==> src/rtl/gpio_input_filter_if.sv <==
// Signal bundle between the pad-side input conditioning stage and the GPIO peripheral.
// The master side drives pads and configuration, and the slave side is the filter.
interface gpio_input_filter_if #(
  parameter int NUM_GPIO    = 32,
  parameter int CNT_WIDTH   = 8,
  parameter int PRESC_WIDTH = 16
);
  logic [NUM_GPIO-1:0]    pad_in;
  logic [NUM_GPIO-1:0]    filt_en;
  logic [PRESC_WIDTH-1:0] presc_div;
  logic [CNT_WIDTH-1:0]   filt_thresh;
  logic [NUM_GPIO-1:0]    gpio_filt;
  logic [NUM_GPIO-1:0]    gpio_chg;
  logic                   sample_tick;

  modport master (
    output pad_in, filt_en, presc_div, filt_thresh,
    input  gpio_filt, gpio_chg, sample_tick
  );

  modport slave (
    input  pad_in, filt_en, presc_div, filt_thresh,
    output gpio_filt, gpio_chg, sample_tick
  );
endinterface

==> src/rtl/gpio_input_filter.sv <==
// Per-pin pad synchroniser with optional debounce driven by a shared prescaled sample tick,
// producing a clean level vector and a one-cycle change pulse per pin.
module gpio_input_filter #(
  parameter int NUM_GPIO    = 32,
  parameter int CNT_WIDTH   = 8,
  parameter int PRESC_WIDTH = 16
) (
  input  logic                HCLK,
  input  logic                HRESET,
  gpio_input_filter_if.slave  bus
);

  logic [NUM_GPIO-1:0]    r_sync0;
  logic [NUM_GPIO-1:0]    r_sync1;
  logic [NUM_GPIO-1:0]    s_sync;
  logic [NUM_GPIO-1:0]    r_filt;
  logic [NUM_GPIO-1:0]    r_filt_d;
  logic [NUM_GPIO-1:0]    filt_next;
  logic [PRESC_WIDTH-1:0] r_presc;
  logic                   tick;
  logic [CNT_WIDTH-1:0]   r_cnt    [NUM_GPIO];
  logic [CNT_WIDTH-1:0]   cnt_next [NUM_GPIO];
  logic [CNT_WIDTH:0]     thresh_eff;

  // NOTE: sequential state uses non-blocking assignments so every flop samples pre-edge values.
  always_ff @(posedge HCLK or posedge HRESET) begin
    if (HRESET) begin
      r_sync0 <= '0;
      r_sync1 <= '0;
    end else begin
      r_sync0 <= bus.pad_in;
      r_sync1 <= r_sync0;
    end
  end

  assign s_sync = r_sync1;

  // Tick is held low in reset so nothing is evaluated before the counter runs.
  assign tick = ~HRESET & (r_presc >= bus.presc_div);

  always_ff @(posedge HCLK or posedge HRESET) begin
    if (HRESET) begin
      r_presc <= '0;
    end else if (tick) begin
      r_presc <= '0;
    end else begin
      r_presc <= r_presc + PRESC_WIDTH'(1);
    end
  end

  // One extra bit on the compare so a saturated counter still reaches the threshold.
  assign thresh_eff = (bus.filt_thresh == '0) ? (CNT_WIDTH+1)'(1)
                                              : {1'b0, bus.filt_thresh};

  // NOTE: every combinational output gets a default first, so no path can infer a latch.
  always_comb begin
    for (int i = 0; i < NUM_GPIO; i++) begin
      filt_next[i] = r_filt[i];
      cnt_next[i]  = r_cnt[i];
      if (!bus.filt_en[i]) begin
        filt_next[i] = s_sync[i];
        cnt_next[i]  = '0;
      end else if (tick) begin
        if (s_sync[i] == r_filt[i]) begin
          cnt_next[i] = '0;
        end else if (({1'b0, r_cnt[i]} + (CNT_WIDTH+1)'(1)) >= thresh_eff) begin
          filt_next[i] = s_sync[i];
          cnt_next[i]  = '0;
        end else begin
          cnt_next[i] = r_cnt[i] + CNT_WIDTH'(1);
        end
      end
    end
  end

  // NOTE: the counter array is per-pin flops rather than RAM, so it is reset with everything else.
  always_ff @(posedge HCLK or posedge HRESET) begin
    if (HRESET) begin
      r_filt   <= '0;
      r_filt_d <= '0;
      for (int i = 0; i < NUM_GPIO; i++) begin
        r_cnt[i] <= '0;
      end
    end else begin
      r_filt   <= filt_next;
      r_filt_d <= r_filt;
      for (int i = 0; i < NUM_GPIO; i++) begin
        r_cnt[i] <= cnt_next[i];
      end
    end
  end

  assign bus.gpio_filt   = r_filt;
  assign bus.gpio_chg    = r_filt ^ r_filt_d;
  assign bus.sample_tick = tick;

endmodule

==> src/flat_wrapper.sv <==
// flat-port wrapper written by rule: the top's interface ports become plain ports
module gpio_input_filter_flat 
#(
  parameter int NUM_GPIO    = 32,
  parameter int CNT_WIDTH   = 8,
  parameter int PRESC_WIDTH = 16
)
  (HCLK, HRESET, bus_pad_in, bus_filt_en, bus_presc_div, bus_filt_thresh, bus_gpio_filt, bus_gpio_chg, bus_sample_tick);
  gpio_input_filter_if #(.NUM_GPIO(NUM_GPIO), .CNT_WIDTH(CNT_WIDTH), .PRESC_WIDTH(PRESC_WIDTH)) bus_i ();
  input  logic HCLK;
  input  logic HRESET;
  input wire logic [$bits(bus_i.pad_in)-1:0] bus_pad_in;
  input wire logic [$bits(bus_i.filt_en)-1:0] bus_filt_en;
  input wire logic [$bits(bus_i.presc_div)-1:0] bus_presc_div;
  input wire logic [$bits(bus_i.filt_thresh)-1:0] bus_filt_thresh;
  output wire logic [$bits(bus_i.gpio_filt)-1:0] bus_gpio_filt;
  output wire logic [$bits(bus_i.gpio_chg)-1:0] bus_gpio_chg;
  output wire logic [$bits(bus_i.sample_tick)-1:0] bus_sample_tick;
  assign bus_i.pad_in = bus_pad_in;
  assign bus_i.filt_en = bus_filt_en;
  assign bus_i.presc_div = bus_presc_div;
  assign bus_i.filt_thresh = bus_filt_thresh;
  assign bus_gpio_filt = bus_i.gpio_filt;
  assign bus_gpio_chg = bus_i.gpio_chg;
  assign bus_sample_tick = bus_i.sample_tick;
  gpio_input_filter #(.NUM_GPIO(NUM_GPIO), .CNT_WIDTH(CNT_WIDTH), .PRESC_WIDTH(PRESC_WIDTH)) u_core (.HCLK(HCLK), .HRESET(HRESET), .bus(bus_i));
endmodule
==> config.mk <==
export PLATFORM = sky130hd
export DESIGN_NAME = gpio_input_filter_flat
export DESIGN_NICKNAME = d
export VERILOG_FILES = /design/src/rtl/gpio_input_filter_if.sv /design/src/rtl/gpio_input_filter.sv /design/src/flat_wrapper.sv
export SDC_FILE = /design/constraint.sdc
export NUM_CORES = 1
export LEC_CHECK = 0
export CORE_UTILIZATION = 40
export DETAILED_ROUTE_END_ITERATION = 8
export PLACE_DENSITY_LB_ADDON = 0.1
export SETUP_SLACK_MARGIN = 0.02
export SYNTH_ARGS = -nofsm -noshare
export SYNTH_HDL_FRONTEND = slang
export SYNTH_SLANG_ARGS = --single-unit
==> constraint.sdc <==
create_clock -name HCLK -period 33.6 [get_ports HCLK]
set_clock_uncertainty 0.1 [all_clocks]
set_input_delay 10.08 -clock HCLK [delete_from_list [all_inputs] [get_ports HCLK]]
set_output_delay 10.08 -clock HCLK [all_outputs]
set_load 0.01 [all_outputs]
==> flow_metrics.env, run 1 <==
export IMPL_leakage_nw=14.3
export IMPL_power_switching_uw=440
export IMPL_drv_cap=0
export IMPL_cts_root_buf="clkbuf_16"
export IMPL_vias=20100
export IMPL_path_max_fanout=25
export IMPL_critical_path_arrival_ns=13.57
export IMPL_multi_input_area_sq_um=15100
export IMPL_cts_tree="done"
export IMPL_most_common_layout_cells="400 x dfrtp_1, 273 x ha_1, 198 x a22o_1"
export IMPL_comb_power_share_pct=23.4
export IMPL_clkTransAtPathRegs_ns=0.06
export IMPL_p_clk_share_pct=37.6
export IMPL_cts_resized=0
export IMPL_synth_main_ff_cell="dfrtp_1"
export IMPL_fill_cells=5887
export IMPL_vdd_drop_max_mv=0.0378
export IMPL_hold_path_class="reg -> reg"
export IMPL_area_delta_synth_final_pct=16.3
export IMPL_synth_distinct_cells=75
export IMPL_final_nets=3037
export IMPL_rows=92
export IMPL_cts_hold_buf=0
export IMPL_grt_ovfl_total=0
export IMPL_topRoutingLayerUsed="met4"
export IMPL_ant_nets=0
export IMPL_routed_wl_met2_mm=30.4
export IMPL_grt_setup_unrepaired="no"
export IMPL_global_route_usage_total_pct=19.6
export IMPL_grt_pass1_wl_mm=106
export IMPL_core_sq_um=63300
export IMPL_antenna_found_initial=1
export IMPL_ys_ff_latch=400
export IMPL_io_buffers=154
export IMPL_finalCritPeriodShare_pct=70.7
export IMPL_syn_inst=2496
export IMPL_ys_seq_area_share_pct=39.0
export IMPL_wl_met1_mm=30.0
export IMPL_status="completed"
export IMPL_max_freq_ghz=0.0421
export IMPL_synthArstFlopShare_pct=100
export IMPL_swShare_pct=30.1
export IMPL_wire_per_inst_um=18.0
export IMPL_htree_num_levels=2
export IMPL_dpl_hpwl_mm=42.0
export IMPL_dieArea_sq_um=65200
export IMPL_dr_pass1_iters=5
export IMPL_io_pins=155
export IMPL_yosys_warnings=0
export IMPL_finalCriticalPeriod_ns=23.75
export IMPL_final_layout_size_suffix_gt1_share_pct=8.43
export IMPL_netlist_area_sq_um=25700
export IMPL_p_int_mw=1.02
export IMPL_fin_worst_hold_slack_ns=0.242
export IMPL_hold_violations=0
export IMPL_drc=0
export IMPL_required_ns=23.42
export IMPL_final_util_pct=47.2
export IMPL_initial_core_util_pct=40.6
export IMPL_sequentialPowerShare_pct=39.0
export IMPL_clkLatencyLatePin_ns=0.59
export IMPL_synth_edf_count=0
export IMPL_start_kind="input pin"
export IMPL_grt_pass1_vias=20100
export IMPL_clock_sinks=400
export IMPL_numCtsBuffers=50
export IMPL_final_seq_area_sq_um=10000
export IMPL_die_x_um=255
export IMPL_postCtsSetupBuffers=0
export IMPL_path_class="in -> out"
export IMPL_finalSetupViolCount=0
export IMPL_totalWireLength_mm=64.0
export IMPL_mostFrequentLayoutCell="dfrtp_1"
export IMPL_drtIter0Drc=965
export IMPL_relSlewSlack_pct=27.7
export IMPL_gp_congestion=0.821
export IMPL_grt_start_max_net_pins=162
export IMPL_end_kind="primary output"
export IMPL_setup_tns_ns=0
export IMPL_fp_dieH_um=255
export IMPL_powerDensity_nw_per_um2=48.9
export IMPL_tightestPinTransition_ns=1.08
export IMPL_syn_area_per_cell_sq_um=10.3
export IMPL_synth_nets=2859
export IMPL_viasPerCell=5.64
export IMPL_wl_met3_mm=2.01
export IMPL_clockBufferDepth=3
export IMPL_final_max_slew_viol_count=0
state kept, by name, indices dropped and copies added, names as in the netlist:
register	count
u_core.r_cnt	256
u_core.r_sync1	32
u_core.r_presc	16
u_core.r_filt_d	32
u_core.bus.gpio_filt	32
u_core.r_sync0	32
path summary, 6_finish.rpt:
check | startpoint | slack, ns | to | cells past startpoint
setup / recovery | bus_presc_div[0] | 9.85 | bus_sample_tick | 8
hold / removal | u_core.r_sync0[0] | 0.24 | u_core.r_sync1[0] | 0
setup reg to reg | u_core.r_presc[0] | 28.57 | u_core.r_cnt[236] | 10
hold reg to reg | u_core.r_sync0[0] | 0.24 | u_core.r_sync1[0] | 0
max in group asynchronous | HRESET | 21.36 | u_core.r_cnt[177] | 4
min in group asynchronous | HRESET | 9.87 | u_core.r_presc[12] | 2
Yosys cell counts (12+ instances only):
| library cell | count | area, sq um |
|---|---|---|
| inv_1 | 79 | 297 |
| mux2_2 | 48 | 541 |
| and2_1 | 19 | 119 |
| ha_1 | 273 | 3420 |
| o21ai_0 | 124 | 621 |
| xor2_1 | 123 | 1080 |
| o211ai_1 | 33 | 248 |
| buf_2 | 15 | 75.1 |
| a221oi_1 | 19 | 166 |
| a31oi_1 | 29 | 181 |
| a21oi_2 | 20 | 175 |
| nand2_1 | 124 | 465 |
| nand2b_1 | 37 | 231 |
| and3_1 | 73 | 457 |
| a211oi_1 | 12 | 90.1 |
| a22o_1 | 198 | 1730 |
| nor3_1 | 26 | 130 |
| nor2_1 | 149 | 559 |
| a311o_1 | 15 | 150 |
| xnor2_1 | 136 | 1190 |
| or2_2 | 15 | 93.8 |
| nor2b_1 | 40 | 250 |
| o2111ai_1 | 28 | 245 |
| a21o_1 | 41 | 308 |
| clkbuf_1 | 19 | 71.3 |
| nand3_1 | 139 | 696 |
| dfrtp_1 | 400 | 10000 |
| a21oi_1 | 74 | 370 |
cell type report:
cell class | instances | share of cell area [%]
Timing Repair Buffer | 174 | 5.71
Antenna cell | 1 | 0.00838
Sequential cell | 400 | 33.5
Clock inverter | 12 | 0.545
Clock buffer | 72 | 5.05
Multi-Input combinational cell | 1967 | 50.6
Inverter | 81 | 1.04
Tap cell | 846 | 3.54
power groups by stage:
| stage | combinational [mW] | clock, mW | sequential, mW |
|---|---|---|---|
| after floorplan | 0.219 | 0 | 0.570 |
| after global placement | 0.336 | 0 | 0.575 |
| after detailed placement | 0.344 | 0 | 0.577 |
| after CTS | 0.347 | 0.569 | 0.569 |
| after global routing | 0.381 | 0.588 | 0.576 |
| final | 0.341 | 0.549 | 0.569 |
critical path, stage by stage:
cell and delay [ns]:
clkdlybuf4s50_1 0.42, ha_1 0.30, nand2b_4 0.15, a2111oi_4 0.34
o21a_1 0.89, o21a_4 0.59, inv_2 0.25, clkdlybuf4s50_1 0.54
layer usage:
layer	up-vias	track usage (%)
li1	9725	-
met1	9923	26.0
met2	308	33.3
met3	96	2.42
met4	0	6.01
met5	-	0
metrics by stage:
| step | instances | power [mW] | area, sq um | setup WS [ns] |
|---|---|---|---|---|
| finish | 3553 | 1.46 | 29900 | 9.85 |
| global route | 3553 | 1.54 | 29900 | 9.67 |
| CTS | 3552 | 1.49 | 29900 | 9.83 |
| detailed placement | 3468 | 0.922 | 28200 | 9.84 |
| global placement | 3468 | 0.911 | 28200 | 9.95 |
| floorplan | 2496 | 0.789 | 25700 | 11.67 |
cell families (layout without fill, tap and decap cells):
| logic type | count (synthesis) | after routing | share of synthesized area [%] |
|---|---|---|---|
| AO/OA/AOI/OAI | 698 | 698 | 20.4 |
| XOR/XNOR | 259 | 259 | 8.83 |
| adder cells (fa/ha/maj) | 280 | 280 | 13.6 |
| buffers and inverters | 129 | 339 | 2.27 |
| flip-flops | 400 | 400 | 39.0 |
| multiplexers | 70 | 70 | 3.16 |
| other | 0 | 1 | 0 |
| AND/OR/NAND/NOR | 660 | 660 | 12.8 |
Note: power is estimated with default switching activity, not from simulation.
==> run 2: changes to the inputs <==
==> constraint.sdc (replaced) <==
create_clock -name HCLK -period 20.3 [get_ports HCLK]
set_clock_uncertainty 0.1 [all_clocks]
set_input_delay 6.09 -clock HCLK [delete_from_list [all_inputs] [get_ports HCLK]]
set_output_delay 6.09 -clock HCLK [all_outputs]
set_load 0.01 [all_outputs]
==> flow_metrics.env, run 2 (synthesized netlist as in run 1, its figures left out) <==
export IMPL_status="completed"
export IMPL_path_class="in -> out"
export IMPL_dpl_hpwl_mm=41.1
export IMPL_hold_path_class="reg -> reg"
export IMPL_p_int_mw=1.68
export IMPL_finalSetupViolCount=0
export IMPL_area_delta_synth_final_pct=16.2
export IMPL_grt_start_max_net_pins=120
export IMPL_hold_violations=0
export IMPL_leakage_nw=14.3
export IMPL_comb_power_share_pct=23.5
export IMPL_antenna_found_initial=1
export IMPL_grt_pass1_vias=20100
export IMPL_largest_reg_flops=256
export IMPL_crit_slowest_cell="o21a_1"
export IMPL_clock_sinks=400
export IMPL_initial_core_util_pct=40.6
export IMPL_totalWireLength_mm=63.6
export IMPL_tightestPinTransition_ns=1.10
export IMPL_dr_pass1_iters=5
export IMPL_fin_area_sq_um=29800
export IMPL_end_kind="primary output"
export IMPL_htree_num_levels=2
export IMPL_required_ns=14.11
export IMPL_swShare_pct=30.3
export IMPL_vdd_drop_max_mv=0.0705
export IMPL_powerDensity_nw_per_um2=80.5
export IMPL_clkTransAtPathRegs_ns=0.06
export IMPL_drc=0
export IMPL_finalCritPeriodShare_pct=76.2
export IMPL_path_max_fanout=23
export IMPL_die_x_um=255
export IMPL_power_switching_uw=729
export IMPL_setup_tns_ns=0
export IMPL_regMostFlops="u_core.r_cnt"
export IMPL_viasPerCell=5.61
export IMPL_final_max_slew_viol_count=0
export IMPL_core_sq_um=63300
export IMPL_final_layout_size_suffix_gt1_share_pct=8.63
export IMPL_numCtsBuffers=49
export IMPL_clockBufferDepth=3
export IMPL_cp_cell_sequence="clkdlybuf4s50_1 -> inv_1 -> ha_1 -> a21o_1 -> a211oi_1 -> o21a_1 -> o21a_4 -> inv_2 -> clkdlybuf4s50_1"
export IMPL_fp_dieH_um=255
export IMPL_dieArea_sq_um=65200
export IMPL_postCtsSetupBuffers=0
export IMPL_vias=20000
export IMPL_placed_cell_area_sq_um=28200
export IMPL_relSlewSlack_pct=26.7
export IMPL_clkLatencyLatePin_ns=0.59
export IMPL_cts_tree="done"
export IMPL_io_buffers=154
export IMPL_drv_cap=0
export IMPL_slowest_delay_ns=0.90
export IMPL_p_clk_share_pct=37.4
export IMPL_rows=92
export IMPL_start_kind="input pin"
export IMPL_grt_setup_unrepaired="no"
export IMPL_sequentialPowerShare_pct=39.1
export IMPL_drtIter0Drc=998
export IMPL_final_nets=3036
export IMPL_gp_congestion=0.810
export IMPL_cts_hold_buf=0
export IMPL_cp_common_cell="clkdlybuf4s50_1"
export IMPL_grt_ovfl_total=0
export IMPL_wire_per_inst_um=17.9
export IMPL_critical_path_arrival_ns=9.27
export IMPL_most_common_layout_cells="400 x dfrtp_1, 273 x ha_1, 198 x a22o_1"
export IMPL_global_route_usage_total_pct=19.5
export IMPL_io_pins=155
export IMPL_power_mw=2.40
export IMPL_cts_root_buf="clkbuf_16"
export IMPL_finalCriticalPeriod_ns=15.46
export IMPL_ant_nets=0
export IMPL_cts_resized=0
export IMPL_mostFrequentLayoutCell="dfrtp_1"
export IMPL_grt_pass1_wl_mm=105
export IMPL_max_freq_ghz=0.0647
## run 2: changes by cell type in the layout (fill, tap and decap cells not counted), sizes merged
cell and change:
clkinvlp -1, clkinv +4, inv +3
## run 2: final timing paths
| path | to | from | slack [ns] | cells past startpoint |
|---|---|---|---|---|
| worst max-delay path | bus_sample_tick | bus_presc_div[6] | 4.84 | 9 |
| worst min-delay path | u_core.r_sync1[4] | u_core.r_sync0[4] | 0.24 | 0 |
| worst max register to register | u_core.r_cnt[208] | u_core.r_presc[0] | 15.23 | 10 |
| worst min register to register | u_core.r_sync1[4] | u_core.r_sync0[4] | 0.24 | 0 |
| max in group asynchronous | u_core.r_cnt[227] | HRESET | 11.76 | 4 |
| min in group asynchronous | u_core.r_sync0[14] | HRESET | 6.03 | 2 |
## run 2: critical path, delay by kind of cell
family	cells	cell delay [ns]
buf+inv	4	1.04
compound gates	4	1.83
fa+ha+maj	1	0.29
## run 2: final cells by class
cell class	instances	area (sq um)
Clock buffer	72	1460
Inverter	81	312
Antenna cell	1	2.50
Sequential cell	400	10000
Tap cell	846	1060
Clock inverter	18	204
Multi-Input combinational cell	1967	15100
Fill cell	5852	33500
Timing Repair Buffer	174	1690
## run 2: per-stage QoR
stage	worst slack (ns)	hold slack (ns)	instances	utilization, %
after floorplan	2.99	0.231	2496	-
after global placement	4.97	0.233	3468	44.5
after detailed placement	4.80	0.236	3468	44.5
after CTS	4.81	0.235	3558	47.1
after global routing	4.68	0.243	3558	47.1
final	4.84	0.240	3559	47.1
## run 2: routing by layer
| layer | track usage (%) | up-vias | share of wire (%) |
|---|---|---|---|
| met5 | 0 | - | 0 |
| met4 | 6.12 | 0 | 2.7 |
| met3 | 2.72 | 92 | 3.4 |
| met2 | 33.3 | 304 | 48 |
| met1 | 25.4 | 9819 | 46 |
| li1 | - | 9746 | - |
## run 2: power groups by stage
stage,sequential (mW),clock (mW),combinational (mW)
6_report,0.941,0.899,0.565
5_1_grt,0.952,0.965,0.629
4_1_cts,0.941,0.935,0.573
3_5_place_dp,0.955,0,0.569
3_3_place_gp,0.952,0,0.557
2_1_floorplan,0.943,0,0.362
==> run 3: changes to the inputs <==
==> constraint.sdc (replaced) <==
create_clock -name HCLK -period 15 [get_ports HCLK]
set_clock_uncertainty 0.1 [all_clocks]
set_input_delay 4.5 -clock HCLK [delete_from_list [all_inputs] [get_ports HCLK]]
set_output_delay 4.5 -clock HCLK [all_outputs]
set_load 0.01 [all_outputs]
==> flow_metrics.env, run 3 (synthesized netlist as in run 1, its figures left out) <==
export IMPL_end_kind="primary output"
export IMPL_io_buffers=154
export IMPL_clkLatencyLatePin_ns=0.59
export IMPL_fin_worst_hold_slack_ns=0.244
export IMPL_vias=20100
export IMPL_critical_path_arrival_ns=7.37
export IMPL_final_layout_size_suffix_gt1_share_pct=8.39
export IMPL_drc=0
export IMPL_dr_pass1_iters=5
export IMPL_numCtsBuffers=49
export IMPL_drtIter0Drc=1067
export IMPL_rows=92
export IMPL_cts_root_buf="clkbuf_16"
export IMPL_final_nets=3035
export IMPL_endpoint="bus_sample_tick"
export IMPL_fp_dieH_um=255
export IMPL_path_class="in -> out"
export IMPL_clock_sinks=400
export IMPL_cts_resized=0
export IMPL_regMostFlops="u_core.r_cnt"
export IMPL_clockBufferDepth=3
export IMPL_io_pins=155
export IMPL_hold_violations=0
export IMPL_setup_tns_ns=0
export IMPL_largest_reg_flops=256
export IMPL_max_freq_ghz=0.0836
export IMPL_status="completed"
export IMPL_core_sq_um=63300
export IMPL_start_kind="input pin"
export IMPL_worstSetupStartpoint="bus_presc_div[11]"
export IMPL_rr_endpoint="u_core.r_cnt[208]"
export IMPL_finalCriticalPeriod_ns=11.97
export IMPL_cp_top_family="compound AO/OA/AOI/OAI gates"
export IMPL_postCtsSetupBuffers=0
export IMPL_relSlewSlack_pct=24.3
export IMPL_grt_start_max_net_pins=149
export IMPL_finalCritPeriodShare_pct=79.8
export IMPL_gp_congestion=0.840
export IMPL_grt_pass1_vias=20300
export IMPL_cp_common_cell="clkdlybuf4s50_1"
export IMPL_viasPerCell=5.66
export IMPL_grt_setup_unrepaired="no"
export IMPL_cp_cell_sequence="clkdlybuf4s50_1 -> inv_1 -> ha_1 -> a211oi_1 -> o211ai_1 -> a21oi_2 -> o21a_4 -> inv_2 -> clkdlybuf4s50_1"
export IMPL_crit_slowest_cell="a21oi_2"
export IMPL_slowest_delay_ns=0.84
export IMPL_grt_ovfl_total=0
export IMPL_grt_pass1_wl_mm=107
export IMPL_die_x_um=255
export IMPL_most_common_layout_cells="400 x dfrtp_1, 273 x ha_1, 198 x a22o_1"
export IMPL_dieArea_sq_um=65200
export IMPL_dpl_hpwl_mm=41.9
export IMPL_r2r_setup_slack_ns=10.89
export IMPL_required_ns=10.40
export IMPL_cp_depth=9
export IMPL_global_route_usage_total_pct=19.7
export IMPL_cts_hold_buf=0
export IMPL_powerDensity_nw_per_um2=108
export IMPL_wire_per_inst_um=18.1
export IMPL_finalSetupViolCount=0
export IMPL_cts_tree="done"
export IMPL_drv_cap=0
export IMPL_path_max_fanout=18
export IMPL_vdd_drop_max_mv=0.0825
export IMPL_totalWireLength_mm=64.3
export IMPL_ant_nets=0
export IMPL_leakage_nw=14.3
export IMPL_crit_reg2reg_launch="u_core.r_presc[0]"
export IMPL_clkTransAtPathRegs_ns=0.05
export IMPL_final_max_slew_viol_count=0
export IMPL_hold_path_class="reg -> reg"
export IMPL_tightestPinTransition_ns=1.13
export IMPL_crit_buf_inv=4
export IMPL_htree_num_levels=2
export IMPL_antenna_found_initial=0
export IMPL_mostFrequentLayoutCell="dfrtp_1"
export IMPL_area_delta_synth_final_pct=16.1
export IMPL_r2r_cells=9
export IMPL_initial_core_util_pct=40.6
[run 3: cell types whose count changed in the layout (fill, tap and decap cells not counted)]
cell	previous run	this run
buf_12	0	2
buf_4	20	17
bufinv_16	4	3
clkbuf_1	8	9
clkbuf_16	49	51
clkbuf_8	15	12
clkinv_2	11	9
clkinvlp_4	0	1
inv_6	2	1
inv_8	2	0
[run 3: worst reg2reg max path, delay by kind of cell, from the launching register on]
family                   cells  cell delay [ns]
AO/OA/AOI/OAI                4             1.89
buffers and inverters        2             0.81
flip-flops                   1             0.42
multiplexers                 1             0.36
adder cells (fa/ha/maj)      1             0.27
AND/OR/NAND/NOR              1             0.15
[run 3: worst min-delay path by stage]
| stage | startpoint | endpoint | slack [ns] | depth (start not counted) |
|---|---|---|---|---|
| floorplan | u_core.r_sync0[0] | u_core.r_sync1[0] | 0.23 | 0 |
| global placement | u_core.r_sync0[19] | u_core.r_sync1[19] | 0.23 | 0 |
| detailed placement | u_core.r_sync0[2] | u_core.r_sync1[2] | 0.23 | 0 |
| CTS | u_core.r_sync0[4] | u_core.r_sync1[4] | 0.24 | 0 |
| global route | u_core.r_sync0[4] | u_core.r_sync1[4] | 0.25 | 0 |
| finish | u_core.r_sync0[5] | u_core.r_sync1[5] | 0.24 | 0 |
[run 3: power by group]
part | leakage [nW] | internal [mW] | total, mW | switching (mW)
registers | 5.25 | 1.17 | 1.27 | 0.104
logic | 8.19 | 0.355 | 0.760 | 0.405
clock network | 0.808 | 0.726 | 1.20 | 0.473
total | 14.3 | 2.25 | 3.23 | 0.982
[run 3: layer usage]
| layer | global-route usage [%] | part of all wire (%) | up-vias |
|---|---|---|---|
| met3 | 2.72 | 3.5 | 89 |
| met4 | 5.49 | 2.1 | 0 |
| li1 | - | - | 9732 |
| met5 | 0 | 0 | - |
| met2 | 33.3 | 47 | 314 |
| met1 | 26.3 | 47 | 9964 |
[run 3: layout make-up]
type	count	area, sq um
Inverter	81	308
Multi-Input combinational cell	1967	15100
Fill cell	5878	33500
Sequential cell	400	10000
Clock inverter	13	144
Timing Repair Buffer	173	1710
Tap cell	846	1060
Clock buffer	72	1480
Antenna cell	1	2.50
[run 3: per-stage QoR]
stage	cell area, sq um	instances	power (mW)	setup slack [ns]	utilization, %
floorplan	25700	2496	1.77	4.23	-
global placement	28200	3467	2.04	3.13	44.5
detailed placement	28200	3467	2.06	2.98	44.5
CTS	29800	3552	3.29	2.98	47.1
global route	29800	3552	3.43	2.83	47.1
finish	29800	3553	3.23	3.03	47.1
